### src/rtl/demux_16_bit_1x2_fifo.sv
// 1-to-2 word router: one valid/ready input stream steered by `control` into two FIFO-backed channels.
// Optional per-channel pop counters (xfer_count1/2) are enabled with `define DEMUX_XFER_COUNT_EN.
module demux_16_bit_1x2_fifo #(
    parameter int WIDTH = 16,
    parameter int DEPTH = 2
) (
    input  logic             clk,
    input  logic             rst,
    input  logic [WIDTH-1:0] in_data,
    input  logic             in_valid,
    input  logic             control,
    output logic             in_ready,
    output logic [WIDTH-1:0] out_data1,
    output logic             out_valid1,
    input  logic             out_ready1,
    output logic [WIDTH-1:0] out_data2,
    output logic             out_valid2,
    input  logic             out_ready2
`ifdef DEMUX_XFER_COUNT_EN
    ,
    output logic [15:0]      xfer_count1,
    output logic [15:0]      xfer_count2
`endif
);

    localparam int PW = (DEPTH > 1) ? $clog2(DEPTH) : 1;
    localparam int CW = $clog2(DEPTH + 1);
    localparam logic [PW-1:0] PTR_ONE  = PW'(1);
    localparam logic [CW-1:0] CNT_ONE  = CW'(1);
    localparam logic [CW-1:0] CNT_FULL = CW'(DEPTH);

    // Index 0 is channel 1, index 1 is channel 2.
    logic [WIDTH-1:0] mem_q    [2][DEPTH];
    logic [WIDTH-1:0] mem_d    [2][DEPTH];
    logic [PW-1:0]    wr_ptr_q [2];
    logic [PW-1:0]    wr_ptr_d [2];
    logic [PW-1:0]    rd_ptr_q [2];
    logic [PW-1:0]    rd_ptr_d [2];
    logic [CW-1:0]    count_q  [2];
    logic [CW-1:0]    count_d  [2];
    logic             valid_q  [2];
    logic             valid_d  [2];
    logic [1:0]       push;
    logic [1:0]       pop;
    logic [1:0]       full;

    // Readiness looks only at registered counts, so out_ready never reaches in_ready.
    always_comb begin
        full[0]  = (count_q[0] == CNT_FULL);
        full[1]  = (count_q[1] == CNT_FULL);
        in_ready = control ? !full[1] : !full[0];
    end

    always_comb begin
        mem_d   = mem_q;
        push    = '0;
        pop     = '0;
        push[0] = in_valid && in_ready && !control;
        push[1] = in_valid && in_ready && control;
        pop[0]  = valid_q[0] && out_ready1;
        pop[1]  = valid_q[1] && out_ready2;
        for (int i = 0; i < 2; i++) begin
            wr_ptr_d[i] = wr_ptr_q[i];
            rd_ptr_d[i] = rd_ptr_q[i];
            count_d[i]  = count_q[i];
            if (push[i]) begin
                mem_d[i][wr_ptr_q[i]] = in_data;
                wr_ptr_d[i]           = wr_ptr_q[i] + PTR_ONE;
            end
            if (pop[i]) begin
                rd_ptr_d[i] = rd_ptr_q[i] + PTR_ONE;
            end
            if (push[i] && !pop[i]) begin
                count_d[i] = count_q[i] + CNT_ONE;
            end else if (!push[i] && pop[i]) begin
                count_d[i] = count_q[i] - CNT_ONE;
            end
            valid_d[i] = (count_d[i] != '0);
        end
    end

    always_ff @(posedge clk) begin
        if (rst) begin
            wr_ptr_q <= '{default: '0};
            rd_ptr_q <= '{default: '0};
            count_q  <= '{default: '0};
            valid_q  <= '{default: 1'b0};
        end else begin
            wr_ptr_q <= wr_ptr_d;
            rd_ptr_q <= rd_ptr_d;
            count_q  <= count_d;
            valid_q  <= valid_d;
        end
    end

    // Storage carries no reset; a cleared count makes stale contents unreachable.
    always_ff @(posedge clk) begin
        mem_q <= mem_d;
    end

    assign out_valid1 = valid_q[0];
    assign out_valid2 = valid_q[1];
    assign out_data1  = valid_q[0] ? mem_q[0][rd_ptr_q[0]] : '0;
    assign out_data2  = valid_q[1] ? mem_q[1][rd_ptr_q[1]] : '0;

`ifdef DEMUX_XFER_COUNT_EN
    logic [15:0] xfer_q [2];
    logic [15:0] xfer_d [2];

    always_comb begin
        for (int i = 0; i < 2; i++) begin
            xfer_d[i] = pop[i] ? xfer_q[i] + 16'd1 : xfer_q[i];
        end
    end

    always_ff @(posedge clk) begin
        if (rst) begin
            xfer_q <= '{default: '0};
        end else begin
            xfer_q <= xfer_d;
        end
    end

    assign xfer_count1 = xfer_q[0];
    assign xfer_count2 = xfer_q[1];
`endif

endmodule
### config.mk
export PLATFORM = sky130hd
export DESIGN_NAME = demux_16_bit_1x2_fifo
export DESIGN_NICKNAME = d
export VERILOG_FILES = /design/src/rtl/demux_16_bit_1x2_fifo.sv
export SDC_FILE = /design/constraint.sdc
export NUM_CORES = 1
export LEC_CHECK = 0
export ABC_CLOCK_PERIOD_IN_PS = 4900
export BUFFER_PORTS_ARGS = -buffer_cell sky130_fd_sc_hd__buf_4
export CELL_PAD_IN_SITES_DETAIL_PLACEMENT = 1
export CELL_PAD_IN_SITES_GLOBAL_PLACEMENT = 2
export CORE_MARGIN = 2
export CORE_UTILIZATION = 43
export CTS_BUF_LIST = sky130_fd_sc_hd__clkbuf_4
export DETAILED_ROUTE_END_ITERATION = 16
export GPL_ROUTABILITY_DRIVEN = 0
export GPL_TIMING_DRIVEN = 0
export PLACE_DENSITY_LB_ADDON = 0.08
export SYNTH_ARGS = -nofsm -noshare
export SYNTH_HDL_FRONTEND = slang
export SYNTH_SLANG_ARGS = --single-unit
export TNS_END_PERCENT = 100
### constraint.sdc
create_clock -name clk -period 4.9 [get_ports clk]
set_input_delay 0.49 -clock clk [delete_from_list [all_inputs] [get_ports clk]]
set_output_delay 0.49 -clock clk [all_outputs]
set_load 0.05 [all_outputs]
==> results of run 1 <==
power by group:
group,internal [mW],total [mW],switching [mW]
logic,0.163,0.461,0.297
clock network,0.262,0.486,0.224
registers,0.729,0.750,0.0207
cells in the final DEF, fill, tap and decap left out, types with 3 or more instances in the layout:
master | synthesis | layout
edfxtp_1 | 64 | 64
buf_4 | 1 | 57
mux2i_1 | 37 | 37
nor2b_1 | 33 | 32
nor2_1 | 11 | 10
dfxtp_1 | 10 | 10
clkbuf_4 | 0 | 9
clkbuf_1 | 5 | 5
buf_2 | 4 | 4
xor2_1 | 3 | 3
nand3b_1 | 3 | 3
bufinv_16 | 0 | 3
worst paths after layout:
path,slack (ns),startpoint,depth (start not counted),endpoint
min,0.26,in_data[6],1,mem_q[22]
min reg2reg,0.53,count_q[2],1,out_valid1
max,2.37,out_valid1,4,out_data1[5]
max reg2reg,2.61,count_q[2],5,mem_q[63]
cell type report:
| cell class | instances | area (µm²) |
|---|---|---|
| Tap cell | 96 | 120 |
| Buffer | 11 | 57.6 |
| Sequential cell | 74 | 2120 |
| Clock buffer | 9 | 67.6 |
| Timing Repair Buffer | 56 | 420 |
| Multi-Input combinational cell | 114 | 907 |
| Fill cell | 707 | 3040 |
| Inverter | 2 | 7.51 |
| Clock inverter | 7 | 124 |
per-layer routing:
metal,GRT usage,wire [µm],up-vias
met4,0.0813,123,0
met3,0.0504,316,8
met1,0.228,2840,878
met2,0.271,2890,51
li1,-,-,875
met5,0,0,-
through the flow:
| step | cells | setup WS, ns |
|---|---|---|
| floorplan | 201 | 2.51 |
| global placement | 353 | 2.16 |
| detailed placement | 353 | 2.57 |
| CTS | 369 | 2.26 |
| global route | 369 | 2.16 |
| finish | 369 | 2.37 |
critical path: cells and delay by family, from the launching register on:
| kind | cells | cell delay, ns |
|---|---|---|
| buf+inv | 3 | 0.99 |
| flops | 1 | 0.42 |
| simple gates | 1 | 0.22 |
flip-flops by register name, summed over array words and instances (netlist names):
| signal | cells |
|---|---|
| out_valid1 | 1 |
| mem_q | 64 |
| count_q | 4 |
| out_valid2 | 1 |
| wr_ptr_q | 2 |
| rd_ptr_q | 2 |
logic make-up after synthesis:
logic type / Yosys count
flops: 74
simple gates: 59
mux: 39
buf+inv: 13
compound gates: 8
xor+xnor: 6
fa+ha+maj: 2
==> impl_metrics.yaml, run 1 <==
placement:
  post_dp_cell_area_um2: 3630
  dpl.hpwl_um: 4230
  io_buffers: 56
clock_network:
  insertion_delay_ns: 0.42
  cts_tree: "done"
  post-cts-setup-buffers: 0
  h-tree-depth: 3
  numCtsBuffers: 9
  cts_buffer_depth: 2
  cts_root_buf: "clkbuf_4"
  clk_pin_slew_ns: 0.14
  cts_resized: 0
  cts_num_sinks: 74
  ctsHoldBuffers: 0
finish:
  antennaDiodeCount: 0
  finish.utilization: 0.557
  syn_to_final_growth_pct: 23.9
  fin_nets: 292
  fin_area_um2: 3830
  layout-drive-gt1-share: 0.311
sta:
  skew_ns: 0.0259
  hold_viol: 0
  fmax_ghz: 0.396
  slew_headroom: 0.322
  finalCritPeriodShare: 0.516
  hold_slack_ns: 0.255
  setup_tns_ns: 0
  period_needed_ns: 2.53
  rsz0062_at_grt: "false"
  drv_slew: 0
  setup_viol: 0
  tightestPinTransition_ns: 1.01
worst_setup_path:
  cp.required_ns: 4.41
  critPathMaxFanout: 10
  cp_cell_sequence: "clkbuf_1, clkbuf_1, nor2b_1, buf_4"
  startpoint_type: "flip-flop"
  path_class: "flip-flop to primary output"
  cpPeakStageDelay_ns: 0.42
  worstPathArrival_ns: 2.04
  crit_path_frequent_cell: "clkbuf_1"
  endpoint_kind: "primary output"
  slowest_stage: "dfxtp_1"
pwr:
  ir_drop_mv: 0.218
  power.density_nw_per_um2: 444
  leakagePower_nw: 1.40
  power_mw: 1.70
floorplan:
  ios: 57
  core-area_um2: 6870
  chipHeight_um: 88.8
  rows: 30
  die_w_um: 88.8
  initial_core_util: 0.450
  fp.dieArea_um2: 7880
global_routing:
  grt_start_max_net_pins: 17
  grt_pass1_vias: 1836
  grt-ovfl-total: 0
  antenna_found_initial: 0
  grt_usage: 0.175
  grt_first_pass_wirelength_um: 9720
logic_synthesis:
  yosysSeqAreaShare: 0.687
  yosys_warnings: 0
  synth.top_cell.area_share: 0.622
  synthMuxAreaShare: 0.127
  mappedNetlistArea_um2: 3090
  synth_compound_area_frac: 0.0194
  synthSimpleGateAreaFrac: 0.114
  async_reset_ff_frac: 0
  synth_commonest_cells: "edfxtp_1 (64), mux2i_1 (37), nor2b_1 (33), nor2_1 (11), dfxtp_1 (10)"
  netlist_top_cells_area: "edfxtp_1 (62%), mux2i_1 (12%), nor2b_1 (6.7%)"
  ys_ff_latch: 74
  synth-xor-area-share: 0.0231
  synth_edf_count: 64
  yosysTopAreaCell: "edfxtp_1"
  synth_nets: 225
  synth_fa_ha_area_frac: 0.00810
  synth_ff_type: "edfxtp_1"
  synth_top_family_by_area: "multiplexers"
  yosysMostFrequentCell: "edfxtp_1"
  synth_cell_types: 29
  synth.avg_cell_area_um2: 15.4
  synth_cells: 201
drt:
  drt-initial-drc-count: 87
  drc_errors: 0
  wire_per_inst_um: 16.7
  ant_nets: 0
  num_vias: 1812
  detail_route.first_pass.iterations: 4
  viasPerCell: 4.91
  drt_wl_total_um: 6170
min_path:
  min_path_type: "input pin to flip-flop"
run_status:
  status: "completed"
run:
  maxCapViolations: 0
Note: power is estimated with default switching activity, not from simulation.
==> run 2: changes to the inputs <==
ABC_AREA = 1   (was default)
ABC_CLOCK_PERIOD_IN_PS = 2600   (was 4900)
CORE_UTILIZATION = 37   (was 43)
clock period = 2.6 ns   (was 4.9 ns; I/O delays follow)
==> run 2 against run 1 <==
  * Worst setup slack got worse by 1.8 ns
  * Via count increased by 7.4%
  * Clock power grew 26%
  * Sequential power increased by 100%
  * Synthesized area shrank 7.7%
  * Cell count up 13%
  * Routed wire length grew 1.7%
  * Core utilization shrank 8.9 points
  * Design area decreased by 6.9%
  * Global-route usage decreased by 1.5 points
  * Critical path type is now flip-flop to flip-flop
  * Largest cell class unchanged
==> impl_metrics.yaml, run 2 <==
clock_network:
  cts_resized: 0
  numCtsBuffers: 9
  insertion_delay_ns: 0.41
  cts_buffer_depth: 2
  cts_num_sinks: 74
  clk_pin_slew_ns: 0.12
  cts_tree: "done"
  cts_root_buf: "clkbuf_4"
  post-cts-setup-buffers: 0
  h-tree-depth: 3
  ctsHoldBuffers: 0
worst_setup_path:
  reg2reg_to: "mem_q[48]"
  critPathTopFamily: "simple AND/OR/NAND/NOR gates"
  ff2ff_path_depth: 6
  startpoint_type: "flip-flop"
  r2r_start: "count_q[2]"
  slowest_stage: "nor2_1"
  path_buf_inv: 2
  critPathMaxFanout: 9
  endpoint_kind: "flip-flop"
  cp.required_ns: 2.71
  r2r_slack_ns: 0.54
  path_class: "flip-flop to flip-flop"
  cpPeakStageDelay_ns: 0.64
  cp_cell_sequence: "inv_1, ha_1, nor2_2, nand2_2, nor2_1, buf_6"
  worstPathArrival_ns: 2.17
logic_synthesis:
  mappedNetlistArea_um2: 2850
  synth_commonest_cells: "nor2_1 (68), edfxtp_1 (64), o21ai_0 (22), nand2_1 (16), o21ai_1 (14)"
  synth_cells: 239
  synth_edf_count: 64
  async_reset_ff_frac: 0
  synth_ff_type: "edfxtp_1"
  synth_nets: 263
  yosys_warnings: 0
  synth.top_cell.area_share: 0.674
  ys_ff_latch: 74
  yosysMostFrequentCell: "nor2_1"
  synth_cell_types: 18
  synth.avg_cell_area_um2: 11.9
  netlist_top_cells_area: "edfxtp_1 (67%), nor2_1 (8.9%), dfxtp_1 (7.0%)"
  yosysSeqAreaShare: 0.744
  yosysTopAreaCell: "edfxtp_1"
floorplan:
  die_w_um: 91.8
  ios: 57
  fp.dieArea_um2: 8430
  chipHeight_um: 91.8
  rows: 32
  initial_core_util: 0.375
  core-area_um2: 7610
sta:
  setup_tns_ns: 0
  skew_ns: 0.0195
  slew_headroom: 0.388
  drv_slew: 0
  tightestPinTransition_ns: 0.917
  finalCritPeriodShare: 0.793
  hold_viol: 0
  fmax_ghz: 0.485
  period_needed_ns: 2.06
  rsz0062_at_grt: "false"
  setup_viol: 0
finish:
  layout-drive-gt1-share: 0.299
  reg_top3: "mem_q x64, count_q x4"
  final_common_cell: "nor2_1"
  finish.utilization: 0.468
  antennaDiodeCount: 0
  fin_nets: 333
  final_cell_mix: "nor2_1 (65), edfxtp_1 (64), buf_4 (56)"
  top_register: "mem_q"
  largest_reg_flops: 64
  syn_to_final_growth_pct: 24.8
pwr:
  p_int_mw: 2.10
  ir_drop_mv: 0.356
  switchingPower_mw: 1.63
  p_clk_frac: 0.165
  p_seq_frac: 0.403
  power.density_nw_per_um2: 1050
  swShare: 0.437
  leakagePower_nw: 1.46
  pwr-share-comb: 0.433
min_path:
  holdPathStages: 2
  hp-start: "rst"
  min_path_type: "input pin to flip-flop"
  hold_end: "wr_ptr_q[1]"
drt:
  num_vias: 1946
  drt_wl_total_um: 6280
  drc_errors: 0
  wire_per_inst_um: 15.1
  drt-initial-drc-count: 81
  detail_route.first_pass.iterations: 4
  ant_nets: 0
  viasPerCell: 4.68
placement:
  io_buffers: 56
  dpl.hpwl_um: 4470
global_routing:
  antenna_found_initial: 0
  grt_start_max_net_pins: 17
  grt_usage: 0.160
  grt_first_pass_wirelength_um: 9980
  grt_pass1_vias: 1946
  grt-ovfl-total: 0
run:
  maxCapViolations: 0
run_status:
  status: "completed"
==> run 2: cell types whose count changed after synthesis, moves of 6 or more <==
cell	delta
inv_1	+11
nand2_1	+15
o21ai_1	+14
o21ai_0	+22
nor2_1	+57
mux2i_1	-37
nor2b_1	-33
nand3_1	+6
==> run 2: layout make-up <==
type | instances | area [µm²]
clock buffers | 13 | 97.6
well taps | 102 | 128
plain buffers | 6 | 30.0
multi-input cells | 143 | 648
clock inverters | 3 | 17.5
flip-flops and latches | 74 | 2120
inverters | 16 | 60.1
repair buffers | 59 | 458
fillers | 862 | 4050
==> run 2: per-layer routing <==
metal | part of all wire | GRT usage | vias to the layer above
li1 | - | - | 961
met1 | 0.43 | 0.200 | 934
met2 | 0.51 | 0.268 | 42
met3 | 0.041 | 0.0288 | 9
met4 | 0.018 | 0.0784 | 0
met5 | 0 | 0 | -
==> run 2: worst max path at each step <==
stage	startpoint	endpoint	slack, ns	cells after the start
floorplan	out_valid2	out_data2[12]	0.63	3
global placement	count_q[0]	mem_q[10]	0.12	5
detailed placement	count_q[2]	mem_q[55]	0.52	6
CTS	count_q[2]	mem_q[48]	0.47	6
global route	count_q[2]	mem_q[48]	0.32	6
finish	count_q[2]	mem_q[48]	0.54	6
==> run 2: cell families after synthesis <==
group	Yosys count	share of synthesized area
buf+inv	22	0.0316
simple gates	101	0.146
flops	74	0.744
compound gates	40	0.0702
fa+ha+maj	2	0.00877
==> run 2: power groups by stage <==
stage	sequential (mW)	clock, mW	combinational [mW]
2_1_floorplan	1.55	0	1.08
3_3_place_gp	1.53	0	1.60
3_5_place_dp	1.53	0	1.64
4_1_cts	1.50	0.631	1.64
5_1_grt	1.52	0.679	1.73
6_report	1.50	0.613	1.61
==> run 2: per-stage QoR <==
| stage | std cells | power [mW] | worst slack, ns | area [µm²] | hold WS [ns] |
|---|---|---|---|---|---|
| 2_1_floorplan | 239 | 2.63 | 0.625 | 2850 | 0.339 |
| 3_3_place_gp | 397 | 3.13 | 0.117 | 3400 | 0.438 |
| 3_5_place_dp | 400 | 3.17 | 0.522 | 3450 | 0.446 |
| 4_1_cts | 416 | 3.77 | 0.475 | 3560 | 0.000334 |
| 5_1_grt | 416 | 3.93 | 0.317 | 3560 | 0.0162 |
| 6_report | 416 | 3.72 | 0.538 | 3560 | 0.0274 |
==> run 2: worst register-to-register path: stages (launching register included) <==
cell     delay [ns]
dfxtp_1        0.35
inv_1          0.06
ha_1           0.23
nor2_2         0.15
nand2_2        0.10
nor2_1         0.64
buf_6          0.24
